$ cat src/rtl/leaf_stream_bridge_if.sv
// leaf_stream_bridge_if -- stream bundle between a leaf wrapper and its operator.
//   Leaf -> operator : dout_leaf_interface2user / vld_interface2user / ack_user2interface
//                      in_tdata / in_tvalid / in_tready
//   Operator -> leaf : out_tdata / out_tvalid / out_tready
//                      din_leaf_user2interface / vld_user2interface / ack_interface2user
//   Channel i of every packed bus sits at [i*PAYLOAD_BITS +: PAYLOAD_BITS].
//   slave  : the bridge side.
//   master : the environment (leaf wrapper plus operator).
`timescale 1ns/1ps
interface leaf_stream_bridge_if #(
   parameter int PAYLOAD_BITS  = 32,
   parameter int NUM_IN_PORTS  = 1,
   parameter int NUM_OUT_PORTS = 1
);
   logic [NUM_IN_PORTS*PAYLOAD_BITS-1:0]  dout_leaf_interface2user;
   logic [NUM_IN_PORTS-1:0]               vld_interface2user;
   logic [NUM_IN_PORTS-1:0]               ack_user2interface;
   logic [NUM_IN_PORTS*PAYLOAD_BITS-1:0]  in_tdata;
   logic [NUM_IN_PORTS-1:0]               in_tvalid;
   logic [NUM_IN_PORTS-1:0]               in_tready;
   logic [NUM_OUT_PORTS*PAYLOAD_BITS-1:0] out_tdata;
   logic [NUM_OUT_PORTS-1:0]              out_tvalid;
   logic [NUM_OUT_PORTS-1:0]              out_tready;
   logic [NUM_OUT_PORTS*PAYLOAD_BITS-1:0] din_leaf_user2interface;
   logic [NUM_OUT_PORTS-1:0]              vld_user2interface;
   logic [NUM_OUT_PORTS-1:0]              ack_interface2user;

   modport slave (
      input  dout_leaf_interface2user, vld_interface2user, in_tready,
             out_tdata, out_tvalid, ack_interface2user,
      output ack_user2interface, in_tdata, in_tvalid,
             out_tready, din_leaf_user2interface, vld_user2interface
   );

   modport master (
      output dout_leaf_interface2user, vld_interface2user, in_tready,
             out_tdata, out_tvalid, ack_interface2user,
      input  ack_user2interface, in_tdata, in_tvalid,
             out_tready, din_leaf_user2interface, vld_user2interface
   );
endinterface

$ cat src/rtl/leaf_stream_bridge.sv
// leaf_stream_bridge -- buffers every leaf<->operator stream channel through its
// own FIFO and sequences the operator with an IDLE/RUN/DRAIN controller.
// Ports:
//   clk, reset     : sole clock, asynchronous active-high reset
//   ap_start       : run request (START_MODE=1 only)
//   running        : high in RUN or DRAIN
//   user_ap_start  : operator start, high only in RUN
//   user_ap_done   : operator done, honoured only in RUN
//   word_count     : per-output-channel transfer tally, 32 bits per channel
//   bus            : leaf_stream_bridge_if.slave stream bundle
// Optional feature: define LEAF_STREAM_BRIDGE_CNT_EN to build the word counters;
// otherwise word_count is tied to zero.
`timescale 1ns/1ps

// Single-clock FIFO. Head word comes straight from the storage registers, so a
// word written at edge N is visible right after that edge. Ready depends only
// on pointers and the enable flop, never on the read-side ready.
module leaf_stream_bridge_fifo #(
   parameter int WIDTH = 32,
   parameter int DEPTH = 4
) (
   input  logic             clk,
   input  logic             reset,
   input  logic             en,
   input  logic [WIDTH-1:0] wr_data,
   input  logic             wr_valid,
   output logic             wr_ready,
   output logic [WIDTH-1:0] rd_data,
   output logic             rd_valid,
   input  logic             rd_ready
);
   localparam int AW = $clog2(DEPTH);

   logic [WIDTH-1:0] mem [DEPTH];
   logic [AW:0]      wr_ptr, rd_ptr;
   logic             full, empty, push, pop;

   // Extra MSB separates full (MSBs differ) from empty (pointers equal).
   assign empty    = (wr_ptr == rd_ptr);
   assign full     = (wr_ptr[AW] != rd_ptr[AW]) && (wr_ptr[AW-1:0] == rd_ptr[AW-1:0]);
   assign wr_ready = en & ~full;
   assign rd_valid = ~empty;
   assign rd_data  = mem[rd_ptr[AW-1:0]];
   assign push     = wr_valid & wr_ready;
   assign pop      = rd_valid & rd_ready;

   always_ff @(posedge clk or posedge reset) begin
      if (reset) begin
         wr_ptr <= '0;
         rd_ptr <= '0;
      end else begin
         if (push) wr_ptr <= wr_ptr + (AW+1)'(1);
         if (pop)  rd_ptr <= rd_ptr + (AW+1)'(1);
      end
   end

   always_ff @(posedge clk) begin
      if (push) mem[wr_ptr[AW-1:0]] <= wr_data;
   end
endmodule

module leaf_stream_bridge #(
   parameter int PAYLOAD_BITS  = 32,
   parameter int NUM_IN_PORTS  = 1,
   parameter int NUM_OUT_PORTS = 1,
   parameter int FIFO_DEPTH    = 4,
   parameter int START_MODE    = 0
) (
   input  logic                       clk,
   input  logic                       reset,
   input  logic                       ap_start,
   output logic                       running,
   output logic                       user_ap_start,
   input  logic                       user_ap_done,
   output logic [NUM_OUT_PORTS*32-1:0] word_count,
   leaf_stream_bridge_if.slave        bus
);
   localparam logic [1:0] ST_IDLE  = 2'd0;
   localparam logic [1:0] ST_RUN   = 2'd1;
   localparam logic [1:0] ST_DRAIN = 2'd2;

   logic [1:0] state, state_nxt;
   logic       en;

   logic [NUM_IN_PORTS*PAYLOAD_BITS-1:0]  in_tdata_v;
   logic [NUM_IN_PORTS-1:0]               in_tvalid_v;
   logic [NUM_IN_PORTS-1:0]               ack_v;
   logic [NUM_OUT_PORTS*PAYLOAD_BITS-1:0] din_v;
   logic [NUM_OUT_PORTS-1:0]              vld_u_v;
   logic [NUM_OUT_PORTS-1:0]              out_tready_v;

   // Holds every ready low while reset is asserted and releases them on the
   // first edge afterwards, without a combinational path from reset.
   always_ff @(posedge clk or posedge reset) begin
      if (reset) en <= 1'b0;
      else       en <= 1'b1;
   end

   for (genvar i = 0; i < NUM_IN_PORTS; i++) begin : g_in
      leaf_stream_bridge_fifo #(.WIDTH(PAYLOAD_BITS), .DEPTH(FIFO_DEPTH)) u_fifo (
         .clk      (clk),
         .reset    (reset),
         .en       (en),
         .wr_data  (bus.dout_leaf_interface2user[i*PAYLOAD_BITS +: PAYLOAD_BITS]),
         .wr_valid (bus.vld_interface2user[i]),
         .wr_ready (ack_v[i]),
         .rd_data  (in_tdata_v[i*PAYLOAD_BITS +: PAYLOAD_BITS]),
         .rd_valid (in_tvalid_v[i]),
         .rd_ready (bus.in_tready[i])
      );
   end

   for (genvar j = 0; j < NUM_OUT_PORTS; j++) begin : g_out
      leaf_stream_bridge_fifo #(.WIDTH(PAYLOAD_BITS), .DEPTH(FIFO_DEPTH)) u_fifo (
         .clk      (clk),
         .reset    (reset),
         .en       (en),
         .wr_data  (bus.out_tdata[j*PAYLOAD_BITS +: PAYLOAD_BITS]),
         .wr_valid (bus.out_tvalid[j]),
         .wr_ready (out_tready_v[j]),
         .rd_data  (din_v[j*PAYLOAD_BITS +: PAYLOAD_BITS]),
         .rd_valid (vld_u_v[j]),
         .rd_ready (bus.ack_interface2user[j])
      );
   end

   assign bus.in_tdata                = in_tdata_v;
   assign bus.in_tvalid               = in_tvalid_v;
   assign bus.ack_user2interface      = ack_v;
   assign bus.din_leaf_user2interface = din_v;
   assign bus.vld_user2interface      = vld_u_v;
   assign bus.out_tready              = out_tready_v;

   always_comb begin
      state_nxt = state;
      case (state)
         ST_IDLE:  if (START_MODE == 0 || ap_start) state_nxt = ST_RUN;
         ST_RUN:   if (user_ap_done)                state_nxt = ST_DRAIN;
         ST_DRAIN: if (~|vld_u_v)                   state_nxt = ST_IDLE;
         default:                                   state_nxt = ST_IDLE;
      endcase
   end

   always_ff @(posedge clk or posedge reset) begin
      if (reset) state <= ST_IDLE;
      else       state <= state_nxt;
   end

   assign running       = (state == ST_RUN) || (state == ST_DRAIN);
   assign user_ap_start = (state == ST_RUN);

`ifdef LEAF_STREAM_BRIDGE_CNT_EN
   logic [31:0] cnt [NUM_OUT_PORTS];
   logic        run_start;

   assign run_start = (state == ST_IDLE) && (state_nxt == ST_RUN);

   always_ff @(posedge clk or posedge reset) begin
      if (reset) begin
         for (int unsigned j = 0; j < NUM_OUT_PORTS; j++) cnt[j] <= '0;
      end else begin
         for (int unsigned j = 0; j < NUM_OUT_PORTS; j++) begin
            if (run_start)
               cnt[j] <= '0;
            else if (vld_u_v[j] && bus.ack_interface2user[j])
               cnt[j] <= cnt[j] + 32'd1;
         end
      end
   end

   always_comb begin
      word_count = '0;
      for (int unsigned j = 0; j < NUM_OUT_PORTS; j++) word_count[j*32 +: 32] = cnt[j];
   end
`else
   assign word_count = '0;
`endif
endmodule

$ cat src/flat_wrapper.sv
// flat-port wrapper written by rule: the top's interface ports become plain ports
module leaf_stream_bridge_flat 
#(
   parameter int PAYLOAD_BITS  = 32,
   parameter int NUM_IN_PORTS  = 1,
   parameter int NUM_OUT_PORTS = 1,
   parameter int FIFO_DEPTH    = 4,
   parameter int START_MODE    = 0
)
  (clk, reset, ap_start, running, user_ap_start, user_ap_done, word_count, bus_dout_leaf_interface2user, bus_vld_interface2user, bus_in_tready, bus_out_tdata, bus_out_tvalid, bus_ack_interface2user, bus_ack_user2interface, bus_in_tdata, bus_in_tvalid, bus_out_tready, bus_din_leaf_user2interface, bus_vld_user2interface);
  leaf_stream_bridge_if #(.PAYLOAD_BITS(PAYLOAD_BITS), .NUM_IN_PORTS(NUM_IN_PORTS), .NUM_OUT_PORTS(NUM_OUT_PORTS)) bus_i ();
  input  logic clk;
  input  logic reset;
  input  logic ap_start;
  output logic running;
  output logic user_ap_start;
  input  logic user_ap_done;
  output logic [NUM_OUT_PORTS*32-1:0] word_count;
  input wire logic [$bits(bus_i.dout_leaf_interface2user)-1:0] bus_dout_leaf_interface2user;
  input wire logic [$bits(bus_i.vld_interface2user)-1:0] bus_vld_interface2user;
  input wire logic [$bits(bus_i.in_tready)-1:0] bus_in_tready;
  input wire logic [$bits(bus_i.out_tdata)-1:0] bus_out_tdata;
  input wire logic [$bits(bus_i.out_tvalid)-1:0] bus_out_tvalid;
  input wire logic [$bits(bus_i.ack_interface2user)-1:0] bus_ack_interface2user;
  output wire logic [$bits(bus_i.ack_user2interface)-1:0] bus_ack_user2interface;
  output wire logic [$bits(bus_i.in_tdata)-1:0] bus_in_tdata;
  output wire logic [$bits(bus_i.in_tvalid)-1:0] bus_in_tvalid;
  output wire logic [$bits(bus_i.out_tready)-1:0] bus_out_tready;
  output wire logic [$bits(bus_i.din_leaf_user2interface)-1:0] bus_din_leaf_user2interface;
  output wire logic [$bits(bus_i.vld_user2interface)-1:0] bus_vld_user2interface;
  assign bus_i.dout_leaf_interface2user = bus_dout_leaf_interface2user;
  assign bus_i.vld_interface2user = bus_vld_interface2user;
  assign bus_i.in_tready = bus_in_tready;
  assign bus_i.out_tdata = bus_out_tdata;
  assign bus_i.out_tvalid = bus_out_tvalid;
  assign bus_i.ack_interface2user = bus_ack_interface2user;
  assign bus_ack_user2interface = bus_i.ack_user2interface;
  assign bus_in_tdata = bus_i.in_tdata;
  assign bus_in_tvalid = bus_i.in_tvalid;
  assign bus_out_tready = bus_i.out_tready;
  assign bus_din_leaf_user2interface = bus_i.din_leaf_user2interface;
  assign bus_vld_user2interface = bus_i.vld_user2interface;
  leaf_stream_bridge #(.PAYLOAD_BITS(PAYLOAD_BITS), .NUM_IN_PORTS(NUM_IN_PORTS), .NUM_OUT_PORTS(NUM_OUT_PORTS), .FIFO_DEPTH(FIFO_DEPTH), .START_MODE(START_MODE)) u_core (.clk(clk), .reset(reset), .ap_start(ap_start), .running(running), .user_ap_start(user_ap_start), .user_ap_done(user_ap_done), .word_count(word_count), .bus(bus_i));
endmodule
$ cat config.mk
export PLATFORM = sky130hd
export DESIGN_NAME = leaf_stream_bridge_flat
export DESIGN_NICKNAME = d
export VERILOG_FILES = /design/src/rtl/leaf_stream_bridge_if.sv /design/src/rtl/leaf_stream_bridge.sv /design/src/flat_wrapper.sv
export SDC_FILE = /design/constraint.sdc
export NUM_CORES = 1
export LEC_CHECK = 0
export CORE_MARGIN = 2
export CORE_UTILIZATION = 53
export DETAILED_ROUTE_END_ITERATION = 8
export PLACE_DENSITY = 0.87
export SLEW_MARGIN = 20
export SYNTH_ARGS = -nofsm -noshare
export SYNTH_HDL_FRONTEND = slang
export SYNTH_SLANG_ARGS = --single-unit
export TNS_END_PERCENT = 10
$ cat constraint.sdc
create_clock -name clk -period 3.6 [get_ports clk]
set_input_delay 0.36 -clock clk [delete_from_list [all_inputs] [get_ports clk]]
set_output_delay 0.36 -clock clk [all_outputs]
set_load 0.005 [all_outputs]
==> impl_results.md <==
- Final wirelength: 20,100 um
- Worst EP required: 3.24 ns
- Arrival time at the worst endpoint: 2.80 ns
- Dpl cells: ~870
- Area growth from synthesis to layout: 23.2%
- Reg2Reg Setup Slack: 1.14 ns
- Fill count: roughly 1,200
- TritonRoute pass-1 iters: 6
- Worst slew margin: 0.562
- Crit-path slowest cell: dfrtp_2
- Overflow after GRT: 0
- Initial Util: 0.542
- Reg2reg end: u_core.g_in[0].u_fifo.mem[1][4]
- Crit path cell chain: xor2_1, nor2_1, a21boi_0, clkdlybuf4s50_1
- RSZ-0062 raised after global routing: no
- Final Hold Viols: 0
- Global Route Usage Sum: 0.192
- Clock sinks: approximately 270
- Via count: 5,023
- Clock Skew: 0.00593 ns
- WHS: 0.218 ns
- Critical-path maximum fanout: 20
- Critical Path Sink: bus_ack_user2interface
- Reg2reg start: u_core.g_in[0].u_fifo.rd_ptr[0]
- Post-synth top area share: 0.727
- Clk buf depth: 3
- FF/Latch Area: 8070 um^2
- Die area: 21,100 um^2
- Ant diodes: 0
- Clock Pin Slew Worst Setup and Hold Paths: 0.06 ns
- Synthesized cell area: approximately 11,000 um^2
- Syn_area_per_cell: 22.5 um^2
- Leakage Power: about 4.4 nW
- Clock root buffer: clkbuf_16
- Vias in the first global route: 5,443
- Vias per std cell: approximately 5.5
- Largest net degree at the start of global routing: 35
- Initial antenna violation count: 1
- Outcome: finished clean
- Fmax: 317 MHz
- Worst Setup Path Type: register to output port
- Share of layout cells above drive strength 1: 0.194
- Dpl hpwl: 12,500 um
- Final setup violation count: 0
- Layout Nets: 721
- DRT antenna net count: 0
- Total CTS buffers: 27
- P per Cell Area: about 770 nW/um^2
- IO buf count: 140
- Synth Instances: 471
- DR iter-0 viols: 381
- Crit path from: u_core.g_in[0].u_fifo.rd_ptr[0]
- Reg2Reg Depth: 4
- Synth area leader: edfxtp_1
- Power Total: between 0.01 and 0.015 W
- Die width: 145 um
- Family with the most delay on the worst path: flip-flops
- Critical path buffers and inverters: 1
- CP Depth: 4
- Post-layout util: 0.667
- Crit. End Element: output port
- First-pass GRT wire length: 31,200 um
- I/O pin count: 174
- Die H: 145 um
- Count of state elements after synthesis: around 270
- Hold buffer count at CTS: 0
- Peak supply drop: 502 uV
- Multi-input gate area: 2280 um^2
- Post-CTS Setup Bufs: 0
- Min cycle time layout: 3.16 ns
- Cts repair resizes: 0
- Rows: 51
- GPL Wtd Cong: between 0.7 and 0.8
- Core area: about 20,000 um^2
- Final Non-Filler Cells: 920
- Max-slew violations: 0
- Syn. warnings: 0
- H-tree levels: 1
- TritonCTS clock tree: yes
- WL/cell: between 20 and 25 um
- Seq/Total Area, Yosys: 0.762
- Fin crit share: 0.877
- CP startpoint kind: register
- Unique masters post-synth: 40
- Clock latency at the later pin of the worst-skew pair: 0.52 ns
- Crit-path max cell delay: slightly below 0.8 ns
- Synth area leaders: edfxtp_1 73%, mux4_2 14%, dfrtp_1 3.5%, buf_4 2.3%, ha_1 1.7%
- Worst min path class: primary input to async pin
- Max_cap viols: 0
- Worst Tran Pin Value: 0.657 ns
- Setup_tns: 0 ns
- DR DRC count: 0
where the power goes:
part | total (W) | switching [W] | internal [W]
Sequential | 0.00424 | 0.000328 | 0.00391
Clock | 0.00254 | 0.00110 | 0.00144
Combinational | 0.00322 | 0.00135 | 0.00187
Total | 0.0100 | 0.00277 | 0.00723
worst register-to-register path: cells and delay by family (launching register included):
| kind | cells | cell delay (ns) |
|---|---|---|
| AOI/OAI and AO/OA | 1 | 0.44 |
| xor gates and xnor gates | 1 | 0.23 |
| buffers and inverters | 1 | 0.42 |
| DFF | 1 | 0.79 |
| and+or+nand+nor | 1 | 0.21 |
layer usage:
metal  vias up  track usage  part of all wire
met2       194        0.337              0.52
met4         2       0.0574             0.024
met3        38       0.0582             0.080
met1      2592        0.231              0.38
met5         -            0           0.00065
li1       2197            -                 -
worst min path at each step:
stage	start	end	slack (ns)	cells past startpoint
floorplan	reset	u_core.en	0.26	1
global placement	u_core.g_in[0].u_fifo.rd_ptr[2]	u_core.g_in[0].u_fifo.rd_ptr[2]	0.50	1
detailed placement	u_core.g_in[0].u_fifo.rd_ptr[2]	u_core.g_in[0].u_fifo.rd_ptr[2]	0.53	1
CTS	reset	u_core.g_in[0].u_fifo.rd_ptr[1]	0.23	2
global route	reset	u_core.g_in[0].u_fifo.rd_ptr[1]	0.25	2
finish	reset	u_core.g_in[0].u_fifo.rd_ptr[1]	0.22	2
synthesized netlist by cell type:
library cell / instances
edfxtp_1: 256
mux4_2: 64
buf_4: 33
dfrtp_1: 15
ha_1: 14
and2_1: 9
xnor2_1: 9
inv_1: 8
buf_2: 6
clkbuf_1: 6
xor2_1: 4
buf_6: 3
mux2_2: 3
nand3_1: 3
or3_1: 3
a221oi_1: 2
a31oi_1: 2
and3b_1: 2
conb_1: 2
nand2_1: 2
nor2b_1: 2
o211ai_1: 2
o21ai_0: 2
o311ai_0: 2
o31ai_2: 2
a211o_1: 1
a211oi_1: 1
a21boi_0: 1
a21oi_1: 1
and3_1: 1
mux2_4: 1
mux2i_1: 1
nand2b_1: 1
nor2_1: 1
nor4_1: 1
o311ai_2: 1
o31a_1: 1
or2_2: 1
xor2_2: 1
xor2_4: 1
per-stage QoR:
stage	area, um^2	setup slack [ns]
6_report	13000	0.443
5_1_grt	13000	0.275
4_1_cts	13000	0.459
3_5_place_dp	12200	1.01
3_3_place_gp	12200	1.12
2_1_floorplan	10700	0.664
cell usage in the layout (no fill, tap or decap), types with 4 or more instances in the layout:
cell type / n
dfrtp_1: 13
clkinv_2: 7
clkbuf_1: 4
inv_1: 8
conb_1: 33
xor2_1: 4
buf_4: 10
clkinv_1: 7
xnor2_1: 9
ha_1: 14
clkbuf_16: 27
clkdlybuf4s50_1: 140
mux4_2: 64
and2_1: 9
edfxtp_1: 256
cell type report:
cell class                 instances  area share
clock buffer                      31      0.0530
timing repair buffer             152       0.116
clock inverter                    18     0.00893
inverter                           8     0.00231
tap                              265      0.0255
multi-input combinational        175       0.175
sequential                       271       0.619
sequential cells by signal, summed over array words and instances, names as in the netlist:
register                    flops
u_core.g_out.u_fifo.rd_ptr      3
u_core.g_out.u_fifo.wr_ptr      3
u_core.g_out.u_fifo.mem       128
u_core.g_in.u_fifo.mem        128
u_core.g_in.u_fifo.rd_ptr       3
u_core.en                       1
u_core.state                    2
u_core.g_in.u_fifo.wr_ptr       3
cells by family after synthesis:
kind of cell,share of synthesized area
xor+xnor,0.0149
mux,0.142
simple gates,0.0148
buf+inv,0.0344
flops,0.762
compound gates,0.0143
fa+ha+maj,0.0166
other cells,0.000710
No activity file was read; power rests on OpenSTA's default activity.
